## src/rtl/soc_mem_arbiter_if.sv

```systemverilog
// soc_mem_arbiter_if: fetch port, data port and unified slave port
// of the two-master memory arbiter.
interface soc_mem_arbiter_if #(
  parameter int ADDR_W = 32,
  parameter int DATA_W = 32,
  parameter int BE_W   = DATA_W / 8
);
  logic              i_ce;
  logic [ADDR_W-1:0] i_addr;
  logic [DATA_W-1:0] i_data;
  logic              i_stall;
  logic              d_ce;
  logic              d_we;
  logic [BE_W-1:0]   d_be;
  logic [ADDR_W-1:0] d_addr;
  logic [DATA_W-1:0] d_wdata;
  logic [DATA_W-1:0] d_rdata;
  logic              d_stall;
  logic              m_req;
  logic              m_we;
  logic [BE_W-1:0]   m_be;
  logic [ADDR_W-1:0] m_addr;
  logic [DATA_W-1:0] m_wdata;
  logic [DATA_W-1:0] m_rdata;
  logic              m_ack;
  logic              bus_err;

  modport slave (
    input  i_ce, i_addr,
    output i_data, i_stall,
    input  d_ce, d_we, d_be, d_addr, d_wdata,
    output d_rdata, d_stall,
    output m_req, m_we, m_be, m_addr, m_wdata,
    input  m_rdata, m_ack,
    output bus_err
  );

  modport master (
    output i_ce, i_addr,
    input  i_data, i_stall,
    output d_ce, d_we, d_be, d_addr, d_wdata,
    input  d_rdata, d_stall,
    input  m_req, m_we, m_be, m_addr, m_wdata,
    output m_rdata, m_ack,
    input  bus_err
  );
endinterface

```

## src/rtl/soc_mem_arbiter.sv

```systemverilog
// soc_mem_arbiter: fetch + data masters onto one req/ack slave port,
// fixed or round-robin priority, back-to-back grants, ack timeout.
module soc_mem_arbiter #(
  parameter int ADDR_W  = 32,
  parameter int DATA_W  = 32,
  parameter int BE_W    = DATA_W / 8,
  parameter int RR_MODE = 0,
  parameter int TIMEOUT = 16
) (
  input logic clk,
  input logic rst,
  soc_mem_arbiter_if.slave bus
);

  localparam int CW = (TIMEOUT > 1) ? $clog2(TIMEOUT) : 1;
  localparam bit TMO_EN = (TIMEOUT > 0);
  localparam logic [CW-1:0] TMO_LAST =
    CW'((TIMEOUT > 0) ? TIMEOUT - 1 : 0);

  typedef enum logic [1:0] {
    IDLE,
    GNT_I,
    GNT_D
  } state_t;

  state_t            state;
  logic              mReq;
  logic              mWe;
  logic [BE_W-1:0]   mBe;
  logic [ADDR_W-1:0] mAddr;
  logic [DATA_W-1:0] mWdata;
  logic [DATA_W-1:0] iDataQ;
  logic [DATA_W-1:0] dDataQ;
  logic [CW-1:0]     tmoCnt;
  logic              rrNextI;

  logic              inGnt;
  logic              ack;
  logic              tmo;
  logic              done;
  logic              iDone;
  logic              dDone;
  logic              grantI;
  logic              grantD;
  logic [DATA_W-1:0] rsp;

  assign inGnt = (state == GNT_I) || (state == GNT_D);
  assign ack   = inGnt && bus.m_ack;
  assign tmo   = TMO_EN && inGnt && (tmoCnt == TMO_LAST);
  assign done  = ack || tmo;
  assign iDone = done && (state == GNT_I);
  assign dDone = done && (state == GNT_D);
  // A timed-out access returns zero instead of bus garbage
  assign rsp   = ack ? bus.m_rdata : '0;

  always_comb begin
    grantI = 1'b0;
    grantD = 1'b0;
    unique case (state)
      IDLE: begin
        grantI = bus.i_ce &&
          (!bus.d_ce || ((RR_MODE != 0) && rrNextI));
        grantD = bus.d_ce && !grantI;
      end
      GNT_I: grantD = done && bus.d_ce;
      GNT_D: grantI = done && bus.i_ce;
      default: ;
    endcase
  end

  always_ff @(posedge clk) begin
    if (rst) begin
      state   <= IDLE;
      mReq    <= 1'b0;
      mWe     <= 1'b0;
      mBe     <= '0;
      mAddr   <= '0;
      mWdata  <= '0;
      iDataQ  <= '0;
      dDataQ  <= '0;
      tmoCnt  <= '0;
      rrNextI <= 1'b1;
    end else begin
      if (grantI) begin
        state   <= GNT_I;
        mReq    <= 1'b1;
        mWe     <= 1'b0;
        mBe     <= '1;
        mAddr   <= bus.i_addr;
        mWdata  <= '0;
        tmoCnt  <= '0;
        rrNextI <= 1'b0;
      end else if (grantD) begin
        state   <= GNT_D;
        mReq    <= 1'b1;
        mWe     <= bus.d_we;
        mBe     <= bus.d_be;
        mAddr   <= bus.d_addr;
        mWdata  <= bus.d_wdata;
        tmoCnt  <= '0;
        rrNextI <= 1'b1;
      end else if (done) begin
        state <= IDLE;
        mReq  <= 1'b0;
      end else if (inGnt) begin
        tmoCnt <= tmoCnt + CW'(1);
      end
      // A master that dropped ce early gets no result
      if (iDone && bus.i_ce)
        iDataQ <= rsp;
      if (dDone && bus.d_ce && !mWe)
        dDataQ <= rsp;
    end
  end

  assign bus.i_stall = bus.i_ce && !iDone;
  assign bus.d_stall = bus.d_ce && !dDone;
  assign bus.i_data  = (iDone && bus.i_ce) ? rsp : iDataQ;
  assign bus.d_rdata =
    (dDone && bus.d_ce && !mWe) ? rsp : dDataQ;
  assign bus.m_req   = mReq;
  assign bus.m_we    = mWe;
  assign bus.m_be    = mBe;
  assign bus.m_addr  = mAddr;
  assign bus.m_wdata = mWdata;
  assign bus.bus_err = tmo && !ack;

endmodule

```

## src/flat_wrapper.sv

```systemverilog
// flat-port wrapper written by rule: the top's interface ports become plain ports
module soc_mem_arbiter_flat 
#(
  parameter int ADDR_W  = 32,
  parameter int DATA_W  = 32,
  parameter int BE_W    = DATA_W / 8,
  parameter int RR_MODE = 0,
  parameter int TIMEOUT = 16
)
  (clk, rst, bus_i_ce, bus_i_addr, bus_i_data, bus_i_stall, bus_d_ce, bus_d_we, bus_d_be, bus_d_addr, bus_d_wdata, bus_d_rdata, bus_d_stall, bus_m_req, bus_m_we, bus_m_be, bus_m_addr, bus_m_wdata, bus_m_rdata, bus_m_ack, bus_bus_err);
  soc_mem_arbiter_if #(.ADDR_W(ADDR_W), .DATA_W(DATA_W), .BE_W(BE_W)) bus_i ();
  input logic clk;
  input logic rst;
  input wire logic [$bits(bus_i.i_ce)-1:0] bus_i_ce;
  input wire logic [$bits(bus_i.i_addr)-1:0] bus_i_addr;
  output wire logic [$bits(bus_i.i_data)-1:0] bus_i_data;
  output wire logic [$bits(bus_i.i_stall)-1:0] bus_i_stall;
  input wire logic [$bits(bus_i.d_ce)-1:0] bus_d_ce;
  input wire logic [$bits(bus_i.d_we)-1:0] bus_d_we;
  input wire logic [$bits(bus_i.d_be)-1:0] bus_d_be;
  input wire logic [$bits(bus_i.d_addr)-1:0] bus_d_addr;
  input wire logic [$bits(bus_i.d_wdata)-1:0] bus_d_wdata;
  output wire logic [$bits(bus_i.d_rdata)-1:0] bus_d_rdata;
  output wire logic [$bits(bus_i.d_stall)-1:0] bus_d_stall;
  output wire logic [$bits(bus_i.m_req)-1:0] bus_m_req;
  output wire logic [$bits(bus_i.m_we)-1:0] bus_m_we;
  output wire logic [$bits(bus_i.m_be)-1:0] bus_m_be;
  output wire logic [$bits(bus_i.m_addr)-1:0] bus_m_addr;
  output wire logic [$bits(bus_i.m_wdata)-1:0] bus_m_wdata;
  input wire logic [$bits(bus_i.m_rdata)-1:0] bus_m_rdata;
  input wire logic [$bits(bus_i.m_ack)-1:0] bus_m_ack;
  output wire logic [$bits(bus_i.bus_err)-1:0] bus_bus_err;
  assign bus_i.i_ce = bus_i_ce;
  assign bus_i.i_addr = bus_i_addr;
  assign bus_i_data = bus_i.i_data;
  assign bus_i_stall = bus_i.i_stall;
  assign bus_i.d_ce = bus_d_ce;
  assign bus_i.d_we = bus_d_we;
  assign bus_i.d_be = bus_d_be;
  assign bus_i.d_addr = bus_d_addr;
  assign bus_i.d_wdata = bus_d_wdata;
  assign bus_d_rdata = bus_i.d_rdata;
  assign bus_d_stall = bus_i.d_stall;
  assign bus_m_req = bus_i.m_req;
  assign bus_m_we = bus_i.m_we;
  assign bus_m_be = bus_i.m_be;
  assign bus_m_addr = bus_i.m_addr;
  assign bus_m_wdata = bus_i.m_wdata;
  assign bus_i.m_rdata = bus_m_rdata;
  assign bus_i.m_ack = bus_m_ack;
  assign bus_bus_err = bus_i.bus_err;
  soc_mem_arbiter #(.ADDR_W(ADDR_W), .DATA_W(DATA_W), .BE_W(BE_W), .RR_MODE(RR_MODE), .TIMEOUT(TIMEOUT)) u_core (.clk(clk), .rst(rst), .bus(bus_i));
endmodule
```

## config.mk

```make
export PLATFORM = sky130hd
export DESIGN_NAME = soc_mem_arbiter_flat
export DESIGN_NICKNAME = d
export VERILOG_FILES = /design/src/rtl/soc_mem_arbiter_if.sv /design/src/rtl/soc_mem_arbiter.sv /design/src/flat_wrapper.sv
export SDC_FILE = /design/constraint.sdc
export NUM_CORES = 1
export LEC_CHECK = 0
export CORE_UTILIZATION = 42
export CTS_BUF_LIST = sky130_fd_sc_hd__clkbuf_4
export DETAILED_ROUTE_END_ITERATION = 6
export GPL_ROUTABILITY_DRIVEN = 0
export PLACE_DENSITY = 0.94
export SETUP_SLACK_MARGIN = 0.02
export SYNTH_ARGS = -nofsm -noshare
export SYNTH_HDL_FRONTEND = slang
export SYNTH_SLANG_ARGS = --single-unit
```

## constraint.sdc

```tcl
create_clock -name clk -period 2.6 [get_ports clk]
set_clock_uncertainty 0.05 [all_clocks]
set_input_delay 0.52 -clock clk [delete_from_list [all_inputs] [get_ports clk]]
set_output_delay 0.52 -clock clk [all_outputs]
set_load 0.05 [all_outputs]
```

==> results.yml <==
drt:
  drt-wirelength-per-cell_um: 18.07
  detail_route.first_pass.iterations: 6
  ant_nets: 0
  route.vias.total: 6738
  remaining_drc_errors: 0
  viasPerCell: 5.527
  first_iter_violations: 601
  wl_um: 22030
logic_synthesis:
  synth_area_leaders: "dfxtp_1, nand2_1, a21oi_1"
  synth_edf_count: 0
  synth-main-ff-cell: "dfxtp_1"
  synth_cells: 744
  fraction_of_registers_with_async_set_reset_pct: 0
  syn_area_um2: 5687
  yosys-top-cells-count: "nand2_1, dfxtp_1, a21oi_1"
  yosysWarnings: 0
  synthesized_area_divided_by_synthesized_cell_count_um2: 7.643
  top_count_cell_post_synth: "nand2_1"
  post-synth-top-area-cell: "dfxtp_1"
  synthDominantCellAreaShare_pct: 49.28
  synth_cell_types: 32
  fraction_of_the_yosys_area_taken_by_sequential_cells_pct: 49.28
  postSynthRegisterBits: 140
  synth_fp_nets: 886
timing:
  totalNegativeSetupSlack_ns: -7.658
  whs_ns: 0.4120
  max-slew-margin-rel_pct: 62.15
  layout_setup_ws_ns: -0.1967
  timing.final.crit_share_pct: 107.6
  drv_slew: 0
  timing_worst_slew_pin_value_ns: 0.5659
  final_period_minus_worst_setup_slack_ns: 2.797
  grt_setup_unrepaired: "true"
  fmax_mhz: 357.6
  timing.final.hold_violations: 0
  finalSetupViolations: 64
grt:
  antenna_found_initial: 1
  grt_max_degree: 103
  grtUsageTotal_pct: 28.78
  grt_pass1_wl_um: 31680
  first_global_vias: 6475
  overflow: 0
placement:
  dpl.hpwl_um: 13030
  numPortBuffers: 274
floorplanning:
  design.die.area_um2: 14010
  start_util_pct: 42.94
  io_pins: 275
  dieHeight_um: 118.4
  rows: 42
  die_width_um: 118.4
  core-area_um2: 13240
clock_tree:
  ctsRootBufferMaster: "clkbuf_4"
  cts-buffers-inserted: 17
  h_tree_levels: 4
  cts_num_sinks: 140
  ctsLongestPathBuffers: 2
  clock_latency_ns: 0.53
  tritoncts: "done"
  path_clk_slew_ns: 0.12
  cts-hold-fix-buffers: 0
power_and_ir_drop:
  seqPwrFrac_pct: 41.3
  p_switching_mw: 1.865
  ir_drop_mv: 0.4006
  internal_power_mw: 3.795
  power.share.combinational_pct: 29.6
  leakagePower_nw: 4.016
  power.density_cell_area_nw_per_um2: 569.0
  power.switching_fraction_pct: 32.96
  pwr-share-clk_pct: 29.1
critical_path:
  path_class: "input pin to primary output"
  cp.required_ns: 2.03
  critical_path_launch_point_type: "input pin"
  endpoint_kind: "primary output"
  highest_net_fanout_along_the_worst_path: 10
  critPathArrivalTime_ns: 2.23
run_status:
  status: "complete, but fails checks"
  failed_checks: "negative setup slack"
worst_hold_path:
  holdCritPathClass: "register to register"
layout:
  drive_above_1_share_pct: 23.51
  areaGrowthSynthToFinish_pct: 74.92
  finish.net_count: 1172
run:
  max_cap_viol_count: 0
-- critical path: stages --
cell and delay [ns]:
clkdlybuf4s50_1 0.54, nor2b_2 0.25, and4_4 0.33, clkbuf_16 0.20, nand3_1 0.11, nand2_1 0.11
buf_6 0.16
-- what timing repair did --
item                                   4_1_cts  5_1_grt
endpoints found under the hold margin        0        0
setup endpoints to repair                   67       68
buffers inserted                            20        5
gates resized for setup                    130       68
pin swaps                                   28       18
gates cloned                                 3        4
-- cell families after synthesis --
logic type               after synthesis  synth area share, %
AND/OR/NAND/NOR                      385                28.54
flip-flops                           140                49.28
AO/OA/AOI/OAI                        146                15.80
buffers and inverters                 66                5.017
adder cells (fa/ha/maj)                4               0.8801
XOR/XNOR                               2               0.3081
multiplexers                           1               0.1760
-- final timing paths --
check | from | to | slack, ns | cells past startpoint
hold / removal | u_core.bus.m_wdata[29] | u_core.bus.m_wdata[29] | 0.41 | 2
setup reg to reg | u_core.state[1] | u_core.bus.m_addr[6] | 0.21 | 9
hold reg to reg | u_core.bus.m_wdata[29] | u_core.bus.m_wdata[29] | 0.41 | 2
setup / recovery | bus_d_ce | bus_d_rdata[8] | -0.20 | 7
-- power groups by stage --
stage               Clock (mW)  Combinational [mW]  Sequential [mW]
finish                    1.65                1.67             2.34
global route              1.77                1.75             2.35
CTS                       1.66                1.62             2.34
detailed placement           0                1.52             2.38
global placement             0                1.50             2.38
floorplan                    0               0.469             2.78
-- per-layer routing --
layer	routed length [um]	share of wire (%)	vias up	track usage [%]
met4	1158	5.3	0	15.95
met3	1818	8.3	104	8.398
met2	11450	52	403	52.17
li1	-	-	3114	-
met1	7605	35	3117	29.53
met5	0	0	-	0
-- per-stage QoR --
stage	std cells	utilization (%)	setup slack [ns]	total power, mW	cell area [um2]
2_1_floorplan	744	-	-0.1161	3.253	5687
3_3_place_gp	1158	64.76	0.008598	3.882	8576
3_5_place_dp	1158	64.76	-0.08865	3.909	8576
4_1_cts	1212	72.39	-0.1424	5.625	9587
5_1_grt	1219	75.11	-0.2474	5.876	9947
6_report	1219	75.11	-0.1967	5.660	9947
-- registers in the layout, indices dropped and copies added, names as in the netlist --
register and flops:
u_core.dDataQ 32, u_core.state 2, u_core.bus.m_we 1, u_core.bus.m_wdata 32, u_core.iDataQ 32, u_core.bus.m_addr 32, u_core.bus.m_req 1, u_core.tmoCnt 4
u_core.bus.m_be 4
-- final cells by class --
class                   instances  area, um2
diodes                          1      2.502
clock buffers                  18      135.1
clock inverters                13      198.9
fillers                       826       3296
inverters                       2      7.507
multi-input cells             538       2988
flip-flops and latches        140       2808
well taps                     176      220.2
repair buffers                331       3587
-- cells in the final DEF, fill, tap and decap left out, types with 3 or more instances in the layout --
cell and instances:
nand2_1 215, dfxtp_1 136, a31oi_1 4, clkdlybuf4s50_1 206
buf_4 34, nor3_1 3, nor2_1 33, a311oi_1 31
nand3_1 19, buf_6 59, bufinv_16 5, nand4_1 35
buf_8 13, nand3_2 10, a21oi_1 101, dfxtp_2 4
nand2_2 43, nand2_4 9, nand3_4 6, buf_12 14
clkinv_1 3, clkbuf_4 18, clkbuf_16 3
(Power assumes the default switching activity.)
